[config.mk]
export PLATFORM = sky130hd
export DESIGN_NAME = bta_operand_scheduler
export DESIGN_NICKNAME = d
export VERILOG_FILES = /design/src/rtl/bta_operand_scheduler.sv
export SDC_FILE = /design/constraint.sdc
export NUM_CORES = 1
export LEC_CHECK = 0
export ABC_AREA = 0
export BUFFER_PORTS_ARGS = -buffer_cell sky130_fd_sc_hd__clkbuf_2
export CELL_PAD_IN_SITES_DETAIL_PLACEMENT = 1
export CELL_PAD_IN_SITES_GLOBAL_PLACEMENT = 1
export CORE_MARGIN = 5
export CORE_UTILIZATION = 25
export CTS_CLUSTER_DIAMETER = 150
export DETAILED_ROUTE_END_ITERATION = 6
export HOLD_SLACK_MARGIN = 0.12
export PLACE_DENSITY = 0.56
export SYNTH_ARGS = -nofsm -noshare
export SYNTH_HDL_FRONTEND = slang
export SYNTH_SLANG_ARGS = --single-unit
[constraint.sdc]
create_clock -name clk -period 6.6 [get_ports clk]
set_input_delay 0.66 -clock clk [delete_from_list [all_inputs] [get_ports clk]]
set_output_delay 0.66 -clock clk [all_outputs]
set_load 0.01 [all_outputs]
[src/rtl/bta_operand_scheduler.sv]
// Operand scheduler for a fixed-latency tree adder: collects up to NOPS operands
// per job, launches the adder once, and holds the sum until it is consumed.
// Optional BTA_SCHED_JOBCNT_EN adds a saturating completed-job counter (job_cnt).
module bta_operand_scheduler #(
  parameter int unsigned W    = 16,
  parameter int unsigned NOPS = 8,
  parameter int unsigned LAT  = 2
) (
  input  logic                         clk,
  input  logic                         rst,
  input  logic                         in_valid,
  output logic                         in_ready,
  input  logic [W-1:0]                 in_data,
  input  logic                         in_last,
  output logic [NOPS*W-1:0]            add_ops,
  output logic                         add_go,
  input  logic [W+$clog2(NOPS)-1:0]    add_sum,
  output logic                         out_valid,
  input  logic                         out_ready,
  output logic [W+$clog2(NOPS)-1:0]    out_sum,
  output logic [$clog2(NOPS):0]        out_count
`ifdef BTA_SCHED_JOBCNT_EN
  ,
  output logic [15:0]                  job_cnt
`endif
);

  localparam int unsigned SW = W + $clog2(NOPS);
  localparam int unsigned CW = $clog2(NOPS) + 1;
  localparam int unsigned LW = $clog2(LAT + 1);

  typedef enum logic [1:0] {
    COLLECT = 2'd0,
    LAUNCH  = 2'd1,
    WAIT    = 2'd2,
    OUTPUT  = 2'd3
  } state_t;

  state_t              r_state;
  state_t              w_state_next;
  logic [CW-1:0]       r_idx;
  logic [LW-1:0]       r_lat;
  logic [NOPS*W-1:0]   r_bank;
  logic [SW-1:0]       r_out_sum;
  logic [CW-1:0]       r_out_count;
  logic                r_add_go;
  logic                r_in_ready;
  logic                r_out_valid;

  logic                w_xfer;
  logic                w_close;
  logic                w_lat_done;
  logic                w_out_hs;

  assign w_xfer     = in_valid && (r_state == COLLECT);
  assign w_close    = w_xfer && (in_last || (r_idx == CW'(NOPS - 1)));
  assign w_lat_done = (r_state == WAIT) && (r_lat == LW'(1));
  assign w_out_hs   = (r_state == OUTPUT) && out_ready;

  // Next-state logic
  always_comb begin
    w_state_next = r_state;
    case (r_state)
      COLLECT: if (w_close)    w_state_next = LAUNCH;
      LAUNCH:                  w_state_next = WAIT;
      WAIT:    if (w_lat_done) w_state_next = OUTPUT;
      OUTPUT:  if (w_out_hs)   w_state_next = COLLECT;
      default:                 w_state_next = COLLECT;
    endcase
  end

  // State register and registered handshake/strobe outputs
  always_ff @(posedge clk or posedge rst) begin
    if (rst) begin
      r_state     <= COLLECT;
      r_add_go    <= 1'b0;
      r_in_ready  <= 1'b1;
      r_out_valid <= 1'b0;
    end else begin
      r_state     <= w_state_next;
      r_add_go    <= (w_state_next == LAUNCH);
      r_in_ready  <= (w_state_next == COLLECT);
      r_out_valid <= (w_state_next == OUTPUT);
    end
  end

  // Operand bank, index, latency counter and result capture
  always_ff @(posedge clk or posedge rst) begin
    if (rst) begin
      r_bank      <= '0;
      r_idx       <= '0;
      r_lat       <= '0;
      r_out_sum   <= '0;
      r_out_count <= '0;
    end else begin
      if (w_xfer) begin
        r_idx <= r_idx + CW'(1);
        for (int unsigned k = 0; k < NOPS; k++) begin
          if (r_idx == CW'(k)) r_bank[k*W +: W] <= in_data;
        end
      end
      if (r_state == LAUNCH) begin
        r_lat <= LW'(LAT);
      end else if (r_state == WAIT) begin
        r_lat <= r_lat - LW'(1);
      end
      if (w_lat_done) begin
        r_out_sum   <= add_sum;
        r_out_count <= r_idx;
      end
      // Clearing on consume leaves the bank zeroed for the next job's unused slots
      if (w_out_hs) begin
        r_bank <= '0;
        r_idx  <= '0;
      end
    end
  end

`ifdef BTA_SCHED_JOBCNT_EN
  logic [15:0] r_job_cnt;

  always_ff @(posedge clk or posedge rst) begin
    if (rst) begin
      r_job_cnt <= '0;
    end else if (w_out_hs && (r_job_cnt != 16'hFFFF)) begin
      r_job_cnt <= r_job_cnt + 16'd1;
    end
  end

  assign job_cnt = r_job_cnt;
`endif

  assign in_ready  = r_in_ready;
  assign add_ops   = r_bank;
  assign add_go    = r_add_go;
  assign out_valid = r_out_valid;
  assign out_sum   = r_out_sum;
  assign out_count = r_out_count;

endmodule

; ---- Word level (Yosys, flattened, before mapping)
; Index checks and enable logic that the tools add are counted.
[totals]
reg_bits = 162
out_inout_bits = 154
elab_cells = 75
[op_classes]
addsub = 2
eq_ne = 13
muxes = 18
reduce_logical = 26
[op_table]
columns = cell, count
row1 = $mux 128, 2
row2 = $mux 16, 8
row3 = $reduce_bool 2->1, 10
row4 = $eq 4x3->1 const B, 4
row5 = $reduce_and 2->1, 8
row6 = $mux 2, 5
row7 = $eq 4x2->1 const B, 2
row8 = $mux 4, 2
row9 = $pmux 2 s4, 1
row10 = $eq 2x1->1 const B, 3
row11 = $eq 2x2->1 const B, 3
row12 = $add 4x1->4 const B, 1
row13 = $eq 4x1->1 const B, 1
row14 = $logic_and 1x1->1, 4
row15 = $logic_not 2->1, 2
row16 = $logic_not 4->1, 1
row17 = $sub 2x1->2 const B, 1
row18 = $logic_or 1x1->1, 1

; ---- Logic depth before layout (Yosys ltp)
[depth]
depth_word = 6
mapped_depth = 9
ltp_nobuf = 6

; ---- Worst setup path before layout
; OpenSTA, ideal clock, no wires.
[synth_path]
kind = flip-flop to flip-flop
startpoint = register r_state[0]
endpoint = register r_bank[112] (netlist: add_ops[112])
setup_ns = 0.136
t_arrival_ns = 1.589
required_ns = 6.464
slack_ns = 4.874
stages_incl_launch_ff = 10
path_buffers = 3
path_cell_list = dfrtp_1 > inv_1 > ha_1 > buf_4 > nand2_1 > or2_1 > buf_4 > buf_4 > nand2_1 > a21oi_1
[synth_via]
elab_chain_cells = 4
[synth_lines]
columns = item, line_no
row1 = "start, declared", 39  ; state_t r_state;
row2 = "start signal, assigned", 80  ; r_state <= w_state_next;
row3 = $eq 2x2->1 or $logic_not 2->1 (tied branches), "58, 55"
row4 = $logic_and 1x1->1 (on tied branches), "58, 55"
row5 = $reduce_bool 2->1 (no line), -
row6 = $reduce_and 2->1 (no line), -
row7 = "end signal, assigned by index", 99  ; if (r_idx == CW'(k)) r_bank[k*W +: W] <= in_data;
row8 = "end, declared", 43  ; logic [NOPS*W-1:0] r_bank;
; Several ways; a longest one is shown, not always the timed one.
; A chain may end at the register's enable or synchronous reset.

; ---- Worst setup path in the final report
[layout_path]
startpoint = register r_state[1]
endpoint = register r_bank[17] (netlist: add_ops[17])
; Same word-level chain as after synthesis.

==> qor.yml <==
numCtsBuffers: 17
core_sq_um: 27030
drt_iter0_drc: 239
arrival_ns: 2.62
fillerInstances: 3111
drc: 0
ios: 194
dp_hpwl_microns: 15190
status: "finished, final reports clean"
clk_latency_ns: 0.44
post-route-min-period_ns: 2.350
synth_common_cells: "199 x nand2_1, 161 x dfrtp_1, 101 x a21oi_1, 38 x nor2_1, 32 x mux2i_1"
synth_fp_nets: 723
required_ns: 6.87
setup_viol: 0
synthCells: 673
p_leak_nw: 4.156
cts_root_buf: "clkbuf_16"
period_share_pct: 35.61
ctsHoldBuffers: 0
syn_area_per_cell_sq_um: 10.23
ys_seq_area_share_pct: 58.92
worst_slew_pin_slew_ns: 1.128
place_area_sq_um: 7991
ff2ff_setup_slack_ns: 4.25
synthToLayoutAreaGrowth_pct: 24.60
synth_edf_count: 0
cts_tree: "built"
cts_resized: 0
maxSlewViolCount: 0
fin_nets: 883
chipWidth_microns: 175.9
hold_path_class: "primary input to asynchronous set/reset pin"
hold-worst-slack_ns: 0.4032
yosys_warnings: 0
maxCapViolCount: 0
grt_pass1_wl_microns: 34690
htree_levels: 4
cp_max_fo: 96
fin_skew_ns: 0.02039
vias: 5294
power_mw: 3.685
startpoint_type: "flop"
p_per_area_nw_per_um2: 429.7
synth_area_sq_um: 6883
drtPass1Iterations: 4
r2r_start: "r_state[1]"
yosysTopAreaCell: "dfrtp_1"
portBuffers: 193
die_area_sq_um: 30950
fmax_mhz: 425.5
floorplan.rows: 60
initial_core_util_pct: 25.47
crit_path_end_kind: "flop"
ys_seq_elements: 162
rsz0062_at_grt: "false"
post-route-cell-area_sq_um: 8576
post_cts_buffers: 0
grt_usage_pct: 14.55
grt_pass1_vias: 5649
async_flop_share_pct: 100.0
avgRoutedWirePerCell_microns: 19.00
slew_headroom_pct: 24.79
synth_top_area_share_pct: 58.53
synthTopCellsByArea: "dfrtp_1 59%, nand2_1 11%, a21oi_1 7.3%"
clk_pin_slew_ns: 0.07
worstReg2RegEnd: "add_ops[17]"
ant_nets: 0
path_class: "flop to flop"
finalHoldViolations: 0
place_congestion: 0.7338
antenna_found_initial: 0
drt_wl_total_microns: 22560
cts_sinks: 162
cts_buffer_depth: 2
ir_worst_vdd_v: 0.0001549
timing.setup.tns_ns: 0
drive_gt1_share_pct: 31.80
grt-ovfl-total: 0
die_h_microns: 175.9
ys_types: 38
viasPerCell: 4.460
antenna_cells: 0
synth_flop_cell: "dfrtp_1"
yosys.cell_count.top_type: "nand2_1"
grt_max_degree: 97
worstRegToRegCells: 4
-- layer usage --
metal	vias up	part of all wire [%]	track usage, %
li1	2506	-	-
met1	2628	46	19.32
met2	149	46	23.27
met3	11	7.0	5.166
met4	0	0.48	2.632
met5	-	0	0
-- cell type report --
type	instances	area (sq um)	share of cell area, %
clock buffers	17	425.4	4.961
clock inverters	15	158.9	1.853
multi-input cells	448	2490	29.03
well taps	341	426.7	4.975
flip-flops and latches	162	4055	47.29
inverters	9	38.79	0.4523
repair buffers	195	980.9	11.44
-- through the flow --
stage | setup slack, ns | util [%] | cells
floorplan | 1.565 | - | 673
global placement | 4.106 | 29.57 | 1155
detailed placement | 4.100 | 29.57 | 1155
CTS | 4.158 | 31.73 | 1187
global route | 3.969 | 31.73 | 1187
finish | 4.250 | 31.73 | 1187
-- placed cells by master, fill, tap and decap left out, types with 2 or more instances in the layout --
cell / netlist / final
a21oi_1: 101 / 101
a21boi_0: 2 / 2
o21ai_0: 5 / 5
clkbuf_2: 0 / 193
buf_4: 9 / 2
nor2_1: 38 / 38
dfrtp_1: 161 / 161
ha_1: 10 / 10
nand2_1: 199 / 199
mux2i_1: 32 / 32
nor3_4: 2 / 2
or3_1: 2 / 2
inv_1: 9 / 8
a31oi_1: 2 / 2
nand3b_4: 3 / 3
mux2_2: 22 / 22
nand3_1: 5 / 5
nor2_2: 2 / 2
or2_1: 4 / 4
clkbuf_16: 0 / 17
nand3_2: 2 / 2
clkinv_8: 0 / 2
nand2b_4: 2 / 2
inv_6: 0 / 3
inv_8: 0 / 7
nor2_4: 4 / 4
clkinv_4: 0 / 2
-- worst max-delay path by stage --
stage | end | start
after global placement | add_ops[71] | rst
final | add_ops[17] | r_state[1]
after floorplan | add_go | rst
after global routing | add_ops[75] | r_state[0]
after detailed placement | add_ops[114] | out_ready
after CTS | add_go | r_state[0]
-- where the power goes --
part	total (mW)	internal, mW	switching (mW)
clock network	0.998	0.509	0.489
logic	1.17	0.483	0.688
registers	1.52	1.31	0.207
-- cells by family (layout without fill, tap and decap cells) --
kind of cell | Yosys count | after routing | synth area share, %
mux | 54 | 54 | 8.253
simple gates | 269 | 269 | 17.36
xor+xnor | 2 | 2 | 0.2545
fa+ha+maj | 10 | 10 | 1.818
flops | 162 | 162 | 58.92
buf+inv | 63 | 236 | 4.944
compound gates | 113 | 113 | 8.453
-- critical path, cell delays in order (launching register included) --
cell and delay (ns):
dfrtp_1 0.46, ha_1 0.21, and2_4 0.42, buf_4 0.86, nor2_1 0.11
-- flip-flops by register name (all words and copies together), names as in the netlist --
| signal | flops |
|---|---|
| r_idx | 4 |
| add_ops | 128 |
| r_lat | 2 |
| out_sum | 19 |
| r_state | 2 |
| add_go | 1 |
| out_valid | 1 |
| in_ready | 1 |
| out_count | 4 |
(Power assumes the default switching activity.)
